==> config.mk <==
export PLATFORM = sky130hd
export DESIGN_NAME = fdiv_srt_iter_ctrl
export DESIGN_NICKNAME = d
export VERILOG_FILES = /design/src/rtl/fdiv_srt_iter_ctrl.sv
export SDC_FILE = /design/constraint.sdc
export NUM_CORES = 1
export LEC_CHECK = 0
export BUFFER_PORTS_ARGS = -buffer_cell sky130_fd_sc_hd__buf_4
export CAP_MARGIN = 20
export CORE_MARGIN = 3
export CORE_UTILIZATION = 53
export CTS_CLUSTER_SIZE = 12
export DETAILED_ROUTE_END_ITERATION = 8
export PLACE_DENSITY = 0.82
export SYNTH_ARGS = -nofsm -noshare
export SYNTH_HDL_FRONTEND = slang
export SYNTH_SLANG_ARGS = --single-unit
==> constraint.sdc <==
create_clock -name clk -period 5.1 [get_ports clk]
set_clock_uncertainty 0.2 [all_clocks]
set_input_delay 0.255 -clock clk [delete_from_list [all_inputs] [get_ports clk]]
set_output_delay 0.255 -clock clk [all_outputs]
set_load 0.02 [all_outputs]
==> src/rtl/fdiv_srt_iter_ctrl.sv <==
// Sequencing controller for the radix-16 SRT fraction divider.
// Accepts an operation, runs the format-dependent number of iterations, then a
// single post-process cycle, and holds the result handshake until it is taken.
// Optional performance counters are enabled with FDIV_SRT_ITER_CTRL_PERF_EN.
module fdiv_srt_iter_ctrl #(
    parameter int unsigned CNT_W      = 6,
    parameter int unsigned FIRST_BITS = 3,
    parameter int unsigned ITER_BITS  = 4
) (
    input  logic             clk,
    input  logic             rst_n,
    input  logic             start_valid_i,
    output logic             start_ready_o,
    input  logic [1:0]       fp_format_i,
    input  logic             fraca_lt_fracb_i,
    input  logic             special_case_i,
    input  logic             flush_i,
    output logic             iter_start_o,
    output logic             iter_vld_o,
    output logic             iter_end_o,
    output logic [CNT_W-1:0] iter_counter_o,
    output logic [CNT_W-1:0] quot_bits_calculated_o,
    output logic [3:0]       quot_discard_num_one_hot_o,
    output logic             post_vld_o,
    output logic             finish_valid_o,
    input  logic             finish_ready_i
`ifdef FDIV_SRT_ITER_CTRL_PERF_EN
    ,
    output logic [31:0]      perf_ops_o,
    output logic [31:0]      perf_cycles_o
`endif
);

    typedef enum logic [1:0] {StIdle, StIter, StPost, StDone} state_e;

    state_e           state_q, state_d;
    logic [CNT_W-1:0] cnt_q, cnt_d;
    logic [CNT_W-1:0] last_q, last_d;   // index of the final iteration (K-1)
    logic [3:0]       disc_q, disc_d;
    logic [CNT_W-1:0] lut_last;
    logic [3:0]       lut_disc;
    logic             accept;
    logic             finish_hs;

    // Iteration count and discard amount for the incoming operation.
    // Reserved format 3 falls into the f64 entry.
    always_comb begin
        lut_last = CNT_W'(13);
        lut_disc = 4'b0001;
        case (fp_format_i)
            2'd0: begin
                lut_last = CNT_W'(3);
                lut_disc = fraca_lt_fracb_i ? 4'b1000 : 4'b0100;
            end
            2'd1: begin
                lut_last = CNT_W'(6);
                lut_disc = fraca_lt_fracb_i ? 4'b0100 : 4'b0010;
            end
            default: begin
                lut_last = CNT_W'(13);
                lut_disc = fraca_lt_fracb_i ? 4'b0010 : 4'b0001;
            end
        endcase
    end

    // Handshakes and datapath strobes; flush masks every strobe in its cycle.
    always_comb begin
        start_ready_o  = (state_q == StIdle);
        accept         = start_valid_i & start_ready_o & ~flush_i;
        iter_start_o   = accept;
        iter_vld_o     = (state_q == StIter) & ~flush_i;
        iter_end_o     = iter_vld_o & (cnt_q == last_q);
        iter_counter_o = cnt_q;
        quot_bits_calculated_o = '0;
        if (iter_vld_o) begin
            quot_bits_calculated_o = CNT_W'(FIRST_BITS) + cnt_q * CNT_W'(ITER_BITS);
        end
        quot_discard_num_one_hot_o = iter_end_o ? disc_q : 4'b0000;
        post_vld_o     = (state_q == StPost) & ~flush_i;
        finish_valid_o = (state_q == StDone) & ~flush_i;
        finish_hs      = finish_valid_o & finish_ready_i;
    end

    // Next-state logic: flush has priority over every handshake.
    always_comb begin
        state_d = state_q;
        cnt_d   = cnt_q;
        last_d  = last_q;
        disc_d  = disc_q;
        if (flush_i) begin
            state_d = StIdle;
            cnt_d   = '0;
        end else begin
            case (state_q)
                StIdle: begin
                    if (accept) begin
                        state_d = special_case_i ? StPost : StIter;
                        cnt_d   = '0;
                        last_d  = lut_last;
                        disc_d  = lut_disc;
                    end
                end
                StIter: begin
                    if (cnt_q == last_q) begin
                        state_d = StPost;
                        cnt_d   = '0;
                    end else begin
                        cnt_d = cnt_q + CNT_W'(1);
                    end
                end
                StPost: state_d = StDone;
                StDone: begin
                    if (finish_hs) begin
                        state_d = StIdle;
                    end
                end
                default: state_d = StIdle;
            endcase
        end
    end

    // State, counter and latched lookup registers.
    always_ff @(posedge clk or negedge rst_n) begin
        if (!rst_n) begin
            state_q <= StIdle;
            cnt_q   <= '0;
            last_q  <= '0;
            disc_q  <= '0;
        end else begin
            state_q <= state_d;
            cnt_q   <= cnt_d;
            last_q  <= last_d;
            disc_q  <= disc_d;
        end
    end

`ifdef FDIV_SRT_ITER_CTRL_PERF_EN
    logic [31:0] perf_ops_q, perf_cycles_q;

    // Completed-operation and busy-cycle counters; flush leaves them untouched.
    always_ff @(posedge clk or negedge rst_n) begin
        if (!rst_n) begin
            perf_ops_q    <= '0;
            perf_cycles_q <= '0;
        end else begin
            if (finish_hs) begin
                perf_ops_q <= perf_ops_q + 32'd1;
            end
            if (state_q != StIdle) begin
                perf_cycles_q <= perf_cycles_q + 32'd1;
            end
        end
    end

    assign perf_ops_o    = perf_ops_q;
    assign perf_cycles_o = perf_cycles_q;
`endif

endmodule

==> results by stage <==
Critical path:
- The beginning of the worst register-to-register path is state_q[1].
- The arrival time of data at the critical path endpoint is 2470 ps.
- STA classifies the critical path startpoint as a flop.
- The end of the worst register-to-register path is iter_counter_o[3].
- The number of cells on the worst reg-to-reg path is 6.
- The critical-path maximum fanout is 14.
- STA puts the critical path data required time at 5110 ps.
- Setup slack on the worst reg-to-reg path comes out at 2640 ps.
- The worst setup path is captured at a flop.
- The worst setup path is of the reg2reg kind.

Placed design:
- The routability-driven placement congestion ratio is 0.850.
- Detailed placement ended at an HPWL of 1640 um.
- Including well taps, the total number of placed cells is 159.
- At the placement stage, the worst setup path has a slack of 2650 ps.
- The number of port buffers is 30.
- The cell area after placement is 1230 sq um.

Floorplan:
- The standard-cell row count is 15.
- The die span in x is 49.6 um.
- For this design the top-level I/O count stands at 31.
- The floorplan step defined a die boundary enclosing 2460 sq um.
- In this run the vertical extent of the chip is 49.6 um.
- The region available for standard cell placement spans 1760 sq um.
- The initial core utilization is 57.0%.

STA:
- Setup repair after global routing left no endpoint under its margin.
- The total negative setup slack is 0 ps.
- The max-slew headroom at the worst pin is 45.8%.
- The number of endpoints with negative hold slack in the final report came to 0.
- Of the available clock period, the critical path in the final layout requires 48.2%.
- The maximum clock rate is 0.407 GHz.
- Counting I/O delays and the setup requirement, the final critical path takes 2460 ps.
- Final hold analysis gives a worst-case slack of 13.2 ps.
- The final critical-path setup slack is 2640 ps.
- At the pin with the least slew margin, the transition time is 813 ps.
- Setup violations remaining at the end of the flow were counted as 0.
- The number of max-slew violations in the final report is 0.

Clock network:
- The later pin in the worst-skew pair is clocked with a latency of 290 ps.
- The clock-pin slew of the registers on the worst-case setup and hold paths is 100 ps.
- CTS placed an instance of sky130_fd_sc_hd__clkbuf_4 at the clock tree root.
- The number of buffers created by CTS is 3.
- The number of resized instances in the post-cts repair step is 0.
- The clock sink total is 16.
- In this run the number of H-tree levels came out at 1.
- The number of setup buffers added after CTS is 0.
- The CTS tree is yes.
- In this run the deepest clock path goes through 2 buffers.
- For this design, the CTS-stage hold fixing added 2 buffers.

Finish:
- The top cell types in the final layout, fill and taps aside, are sky130_fd_sc_hd__buf_4, sky130_fd_sc_hd__dfrtp_1, sky130_fd_sc_hd__nand2_1.
- The repair_antennas step left the layout with diodes totalling 0.
- The area of all placed cells without fillers is 1280 sq um.
- After filler insertion, the fill cell instance count of the layout stands at 151.
- Relative to the synthesized area, the layout overhead comes to 27.0%.
- The final instance count without filler cells is 164.
- The most common cell after layout, fill and taps aside is sky130_fd_sc_hd__buf_4.
- The share of post-route cells with drive strength above 1 is 28.8%.
- The fraction of the core area covered by cells at the end of the flow is 72.4%.
- The number of nets at the end of the flow is 155.

Synthesis:
- The count of state elements after synthesis is 16.
- Counting every instance in the synthesized netlist gives 109.
- A synthesized cell averages 9.23 sq um.
- The number of nets handed over by synthesis was 123.
- The share of the Yosys chip area taken by registers is 39.8%.
- Yosys printed 0 warnings.
- The cell area that synthesis handed to floorplanning was 1010 sq um.
- The number of distinct library cells after synthesis is 32.
- For this run, the leading register cell type out of synthesis is sky130_fd_sc_hd__dfrtp_1.
- The async set-reset flop share out of synthesis is 100%.
- In this run, synthesis inferred 0 flip-flops with an integrated enable.

Min path:
- The beginning of the worst hold path is flush_i.
- The end point of the most critical hold path is state_q[1].
- The number of cells traversed by the worst hold path is 2.
- In this run the worst hold path is classified as in2reg.

Pwr:
- The worst-case vdd ir drop is 0.263 mV.
- The analysis attributes to cell leakage a power of 0.650 nW.
- Summing internal, switching and leakage power gives 509 uW.
- Dividing total power by cell area gives a power density of 398 nW/um^2.

Global routing:
- The largest net degree at the start of global routing is 17.
- The overall global routing resource usage is 19.4%.
- The first-pass GRT wire length is 3670 um.
- The final global-route overflow total is 0.
- The via count of the first global-routing pass came to 817.
- The initial antenna violation count is 0.

Route:
- The detailed-route vias per instance is 5.21.
- The total via count in the routed design is 855.
- After detailed routing, the average wire length per cell comes to 13.2 um.
- The first routing iteration left 11 violations.
- The final layout contains routed wiring with a total length of 2160 um.
- The first detailed-routing pass took 4 iterations.
- The number of design rule violations left after detail routing is 0.
- The number of nets with antenna violations after detailed routing is 0.

Run:
- The max-cap violation count is 0.

Outcome:
- The run finished with clean final reports.
[cell families (layout without fill, tap and decap cells)]
family                   after synthesis  after routing  share of synthesized area (%)
AO/OA/AOI/OAI                         23             23                           14.6
flip-flops                            16             16                           39.8
multiplexers                           4              4                           3.98
adder cells (fa/ha/maj)                5              5                           6.22
AND/OR/NAND/NOR                       47             47                           24.6
buffers and inverters                  9             39                           4.23
XOR/XNOR                               5              5                           6.59
[cells in the mapped netlist, drive strengths merged, types with 2 or more instances]
cell type  number  area (sq um)
o41ai           2          25.0
a21o            2          15.0
buf             3          20.0
nor3            2          10.0
a21oi           6          30.0
mux2i           4          40.0
clkbuf          2          7.51
dfrtp          16           400
o21ai          10          50.1
nand2b          3          18.8
xnor2           3          48.8
nand3           4          25.0
and2            5          32.5
ha              5          62.6
nand2          15          56.3
inv             4          15.0
xor2            2          17.5
nor2            5          18.8
and3            4          25.0
nor2b           4          25.0
[layer usage]
| layer | vias up | wire [um] | track usage, % |
|---|---|---|---|
| met5 | - | 0 | 0 |
| met4 | 0 | 20 | 5.53 |
| met3 | 4 | 100 | 3.93 |
| met2 | 23 | 1090 | 33.5 |
| met1 | 393 | 958 | 24.3 |
| li1 | 435 | - | - |
[cell type report]
| class | instances | area, sq um | area share (%) |
|---|---|---|---|
| timing repair buffer | 32 | 245 | 19.2 |
| multi-input combinational | 84 | 563 | 44.1 |
| sequential | 16 | 400 | 31.3 |
| clock buffer | 3 | 22.5 | 1.76 |
| tap | 25 | 31.3 | 2.45 |
| inverter | 4 | 15.0 | 1.18 |
[power by group]
group / switching, mW / internal, mW / leakage [nW]
sequential: 0.0350 / 0.165 / 0.209
clock: 0.0401 / 0.0274 / 0.0138
combinational: 0.137 / 0.104 / 0.427
[critical path, stage by stage, from the launching register on]
cell                      delay, ps
sky130_fd_sc_hd__dfrtp_1        420
sky130_fd_sc_hd__inv_1           90
sky130_fd_sc_hd__ha_1           150
sky130_fd_sc_hd__nor2b_1        620
sky130_fd_sc_hd__o41ai_2        290
sky130_fd_sc_hd__or4_1          540
sky130_fd_sc_hd__o21ai_0         80
[flip-flops by register name, summed over array words and instances (netlist names)]
signal / count
disc_q: 4
iter_counter_o: 6
last_q: 4
state_q: 2
[how the worst max path moves through the flow]
stage               start           endpoint  cells past startpoint
2_1_floorplan  state_q[0]  iter_counter_o[5]                      8
3_3_place_gp   state_q[1]  iter_counter_o[3]                      6
3_5_place_dp   state_q[1]  iter_counter_o[3]                      6
4_1_cts        state_q[1]  iter_counter_o[3]                      6
5_1_grt        state_q[1]  iter_counter_o[3]                      6
6_report       state_q[1]  iter_counter_o[3]                      6
No activity file was read; power rests on OpenSTA's default activity.
